## src/rtl/bridge_1xn.sv

```systemverilog
// One-master to NSLV-slave data-side bridge with base/mask address decode,
// one-cycle read-return tracking, and a default slave that logs unmapped accesses.
module bridge_1xn #(
  parameter int unsigned NSLV = 4,
  parameter int unsigned AW   = 32,
  parameter int unsigned DW   = 32,
  parameter logic [NSLV*AW-1:0] SLV_BASE = '0,
  parameter logic [NSLV*AW-1:0] SLV_MASK = '0,
  parameter logic [DW-1:0] MISS_RDATA = DW'(32'hDEAD_BEEF)
) (
  input  logic                   clk,
  input  logic                   reset,
  input  logic                   cpu_data_en,
  input  logic [DW/8-1:0]        cpu_data_wen,
  input  logic [AW-1:0]          cpu_data_addr,
  input  logic [DW-1:0]          cpu_data_wdata,
  output logic [DW-1:0]          cpu_data_rdata,
  output logic [NSLV-1:0]        slv_en,
  output logic [NSLV*DW/8-1:0]   slv_wen,
  output logic [NSLV*AW-1:0]     slv_addr,
  output logic [NSLV*DW-1:0]     slv_wdata,
  input  logic [NSLV*DW-1:0]     slv_rdata,
  output logic [15:0]            miss_cnt,
  output logic [AW-1:0]          miss_addr
);

  localparam int unsigned BW = DW / 8;
  localparam logic [15:0] CNT_MAX = 16'hFFFF;

  logic [NSLV-1:0] hit;
  logic [NSLV-1:0] sel;
  logic            miss;
  logic            taken;

  logic [NSLV-1:0] sel_q;
  logic            miss_q;
  logic            rd_q;
  logic [DW-1:0]   hold_q;
  logic [DW-1:0]   slv_sel_data;
  logic [DW-1:0]   ret_data;
  logic            rd_req;
  logic            miss_req;

  // Window decode; lowest index wins when windows overlap.
  always_comb begin
    hit   = '0;
    sel   = '0;
    taken = 1'b0;
    for (int i = 0; i < int'(NSLV); i++) begin
      hit[i] = ((cpu_data_addr & SLV_MASK[AW*i +: AW]) ==
                (SLV_BASE[AW*i +: AW] & SLV_MASK[AW*i +: AW]));
      if (hit[i] && !taken) begin
        sel[i] = 1'b1;
        taken  = 1'b1;
      end
    end
    miss = ~|hit;
  end

  assign rd_req   = cpu_data_en & ~|cpu_data_wen;
  assign miss_req = cpu_data_en & miss;

  // Request phase: enables and byte enables only reach the selected slave.
  always_comb begin
    slv_en  = '0;
    slv_wen = '0;
    for (int i = 0; i < int'(NSLV); i++) begin
      slv_en[i] = cpu_data_en & sel[i];
      if (sel[i]) begin
        slv_wen[BW*i +: BW] = cpu_data_wen;
      end
    end
  end

  assign slv_addr  = {NSLV{cpu_data_addr}};
  assign slv_wdata = {NSLV{cpu_data_wdata}};

  // Response mux: sel_q is one-hot or zero, so an OR-reduction suffices.
  always_comb begin
    slv_sel_data = '0;
    for (int i = 0; i < int'(NSLV); i++) begin
      if (sel_q[i]) begin
        slv_sel_data = slv_sel_data | slv_rdata[DW*i +: DW];
      end
    end
    ret_data       = miss_q ? MISS_RDATA : slv_sel_data;
    cpu_data_rdata = rd_q ? ret_data : hold_q;
  end

  // Response tracking and read-data hold.
  always_ff @(posedge clk) begin
    if (reset) begin
      sel_q  <= '0;
      miss_q <= 1'b0;
      rd_q   <= 1'b0;
      hold_q <= '0;
    end else begin
      sel_q  <= cpu_data_en ? sel : '0;
      miss_q <= miss_req;
      rd_q   <= rd_req;
      if (rd_q) begin
        hold_q <= ret_data;
      end
    end
  end

  // Miss log: saturating counter plus last unmapped address.
  always_ff @(posedge clk) begin
    if (reset) begin
      miss_cnt  <= '0;
      miss_addr <= '0;
    end else if (miss_req) begin
      if (miss_cnt != CNT_MAX) begin
        miss_cnt <= miss_cnt + 16'd1;
      end
      miss_addr <= cpu_data_addr;
    end
  end

endmodule

```

## config.mk

```make
export PLATFORM = sky130hd
export DESIGN_NAME = bridge_1xn
export DESIGN_NICKNAME = d
export VERILOG_FILES = /design/src/rtl/bridge_1xn.sv
export SDC_FILE = /design/constraint.sdc
export NUM_CORES = 1
export LEC_CHECK = 0
export ABC_AREA = 1
export CAP_MARGIN = 0
export CELL_PAD_IN_SITES_DETAIL_PLACEMENT = 1
export CELL_PAD_IN_SITES_GLOBAL_PLACEMENT = 2
export CORE_AREA = 2 2 215 217
export CTS_CLUSTER_SIZE = 30
export DETAILED_ROUTE_END_ITERATION = 10
export DIE_AREA = 0 0 217 219
export GPL_TIMING_DRIVEN = 0
export HOLD_SLACK_MARGIN = 0.02
export PLACE_DENSITY = 0.74
export SYNTH_ARGS = -nofsm -noshare
export SYNTH_HDL_FRONTEND = slang
export SYNTH_SLANG_ARGS = --single-unit
```

## constraint.sdc

```tcl
create_clock -name clk -period 0.9 [get_ports clk]
set_input_delay 0.09 -clock clk [delete_from_list [all_inputs] [get_ports clk]]
set_output_delay 0.09 -clock clk [all_outputs]
set_load 0.05 [all_outputs]
```

==> results.yml <==
die:
  start_util: 0.0879
  die_w_um: 217
  core_sq_mm: 0.0451
  fp-row-count: 78
  dieArea_sq_mm: 0.0475
  top_level_ports: 555
  die_h_um: 219
route:
  wire_per_inst_um: 11.8
  drt_iter0_drc: 46
  viasPerCell: 2.74
  vias: 4171
  ant_nets: 0
  firstDrtPassIters: 4
  wl_um: 17900
  route.detailed.drc: 0
worst_setup_path:
  cp.arrival_ns: 1.35
  r2r_slack_ns: -0.33
  start_kind: "flop"
  regToRegStartpoint: "rd_q"
  critPathKind: "flop to primary output"
  rr_worst_depth: 7
  r2r_end: "hold_q[28]"
  required_ns: 0.81
  end_kind: "primary output"
  path_max_fanout: 7
layout:
  final_common_cell: "buf_4"
  layout_common_cells: "buf_4, dlygate4sd2_1, conb_1, nand2_4"
  finalInstanceArea_sq_mm: 0.00910
  seq_area_sq_um: 686
  multi_input_area_sq_mm: 0.00148
  syn2layout_area_growth_pct: 130
  drive_gt1_frac: 0.562
  num-fill-cells: 5379
  nNetsFinal: 1120
  finalCoreUtilization: 0.202
timing:
  drv_slew: 0
  worst_pin_slew_ns: 0.557
  post-route-min-period_ns: 1.44
  final-setup-viol-count: 63
  hold_slack_ns: 0.0736
  rsz0062_at_grt: "yes"
  finClkSkew_ns: 0.0106
  slew_headroom: 0.630
  hold_viol: 0
  fmax_ghz: 0.694
  fin_crit_sh: 1.60
  finalWorstSetupSlack_ns: -0.541
synthesis:
  netlist-cell-type-count: 16
  synth-seq-cells: 34
  netlist_instances: 508
  synth.top_cells.by_area: "buf_4, dfxtp_1, nand2_1"
  ys_seq_area_frac: 0.172
  synth-simple-area-share: 0.119
  synth_area_sq_mm: 0.00396
  synth_compound_area_frac: 0.0518
  synth-xor-area-share: 0
  yosysWarningCount: 0
  synthAdderAreaFrac: 0
  synth_top_family_by_area: "buffers and inverters"
  yosysTopAreaCell: "buf_4"
  synth_top_area_frac: 0.614
  avgSynthCellArea_sq_um: 7.80
  synthMuxAreaShare: 0
placed_design:
  gp_congestion: 0.685
  dpl_cell_area_sq_mm: 0.00852
  post-place-ws_ns: -1.00
  dpl.hpwl_um: 15000
  io_buffers: 330
worst_hold_path:
  hold_end: "hold_q[26]"
  hp-class: "input pin to flop"
  hold_start: "reset"
  holdPathStages: 2
cts:
  clkSinkCount: 34
  cts_root_buffer: "clkbuf_16"
  cts_max_level: 2
  clk-insertion-delay-late_ns: 0.30
  cts_buffer_depth: 2
  cts_tree: "done"
  clk_pin_slew_ns: 0.07
  cts_buffers: 5
status:
  outcome: "finished, violations left"
  violations: "setup timing"
pwr:
  power.density_mw_per_mm2: 955
  cellLeakagePower_uw: 0.00449
  ir_worst_vdd_v: 0.000491
job:
  cap_viol_max_count: 0
global_routing:
  grt_antenna_before_repair: 1
  grt_pass1_vias: 4034
  gr-total-overflow: 0
  grt_pass1_wl_um: 24600
  grt_usage: 0.0687
  grt_max_degree: 12
[cell usage after synthesis]
cell	n
conb_1	1
inv_1	1
a21oi_1	20
nand2_2	20
a21oi_2	12
buf_4	324
dfxtp_1	34
nor2_1	3
buf_2	4
buf_12	1
inv_8	1
or2_2	1
nand3_1	32
nand2_1	45
buf_8	3
buf_6	6
[cell type report]
cell class / instances / share of cell area
diodes: 1 / 0.000275
plain buffers: 338 / 0.291
clock buffers: 5 / 0.0137
clock inverters: 3 / 0.00440
inverters: 2 / 0.00165
multi-input cells: 196 / 0.163
flip-flops and latches: 34 / 0.0753
well taps: 600 / 0.0825
repair buffers: 344 / 0.369
[registers in the layout, summed over array words and instances, names as in the netlist]
name / count
rd_q: 1
hold_q: 32
sel_q: 1
[timing repair]
action                                  CTS  global route
endpoints found under the setup margin  324            64
resized for setup                       631            16
hold buffers                              0             0
pin swaps                                 0             2
cloned                                    2             0
endpoints found under the hold margin     0             0
buffers inserted                         10             4
[power by group]
| group | leakage [uW] | switching [uW] | internal (uW) |
|---|---|---|---|
| sequential | 0.000275 | 12.3 | 1510 |
| combinational | 0.00413 | 3390 | 1690 |
| clock | 0.0000836 | 793 | 1300 |
[cell families (layout without fill, tap and decap cells)]
group | after synthesis | count (layout)
AO/OA/AOI/OAI | 32 | 32
other | 1 | 64
buffers and inverters | 340 | 692
flip-flops | 34 | 34
AND/OR/NAND/NOR | 101 | 101
[critical path, stage by stage (launching register included)]
cell     delay, ns
dfxtp_2       0.34
buf_12        0.15
buf_12        0.12
buf_16        0.13
nand3_4       0.09
nand2_4       0.07
buf_8         0.14
[per-stage QoR]
step	cells	setup TNS [ns]	total power, uW
global route	1522	-24.50	9130
detailed placement	1500	-77.28	7000
CTS	1520	-22.20	8920
finish	1523	-20.09	8690
global placement	1500	-76.30	6970
floorplan	570	-1.95	5580
[worst max-delay path by stage]
| stage | startpoint | endpoint | slack, ns | cells past startpoint |
|---|---|---|---|---|
| floorplan | rd_q | cpu_data_rdata[10] | -0.08 | 4 |
| global placement | rd_q | cpu_data_rdata[17] | -1.0 | 5 |
| detailed placement | rd_q | cpu_data_rdata[17] | -1.00 | 5 |
| CTS | rd_q | cpu_data_rdata[23] | -0.59 | 6 |
| global route | rd_q | cpu_data_rdata[28] | -0.62 | 6 |
| finish | rd_q | cpu_data_rdata[28] | -0.54 | 6 |
[per-layer routing]
metal  vias to the layer above  wire (um)  global-route usage
li1                       2024          -                   -
met1                      1906       6310              0.0729
met2                       228       9750               0.129
met3                        11       1670              0.0225
met4                         2        197              0.0183
met5                         -         13                   0
Power figures use the tool's default switching activity.
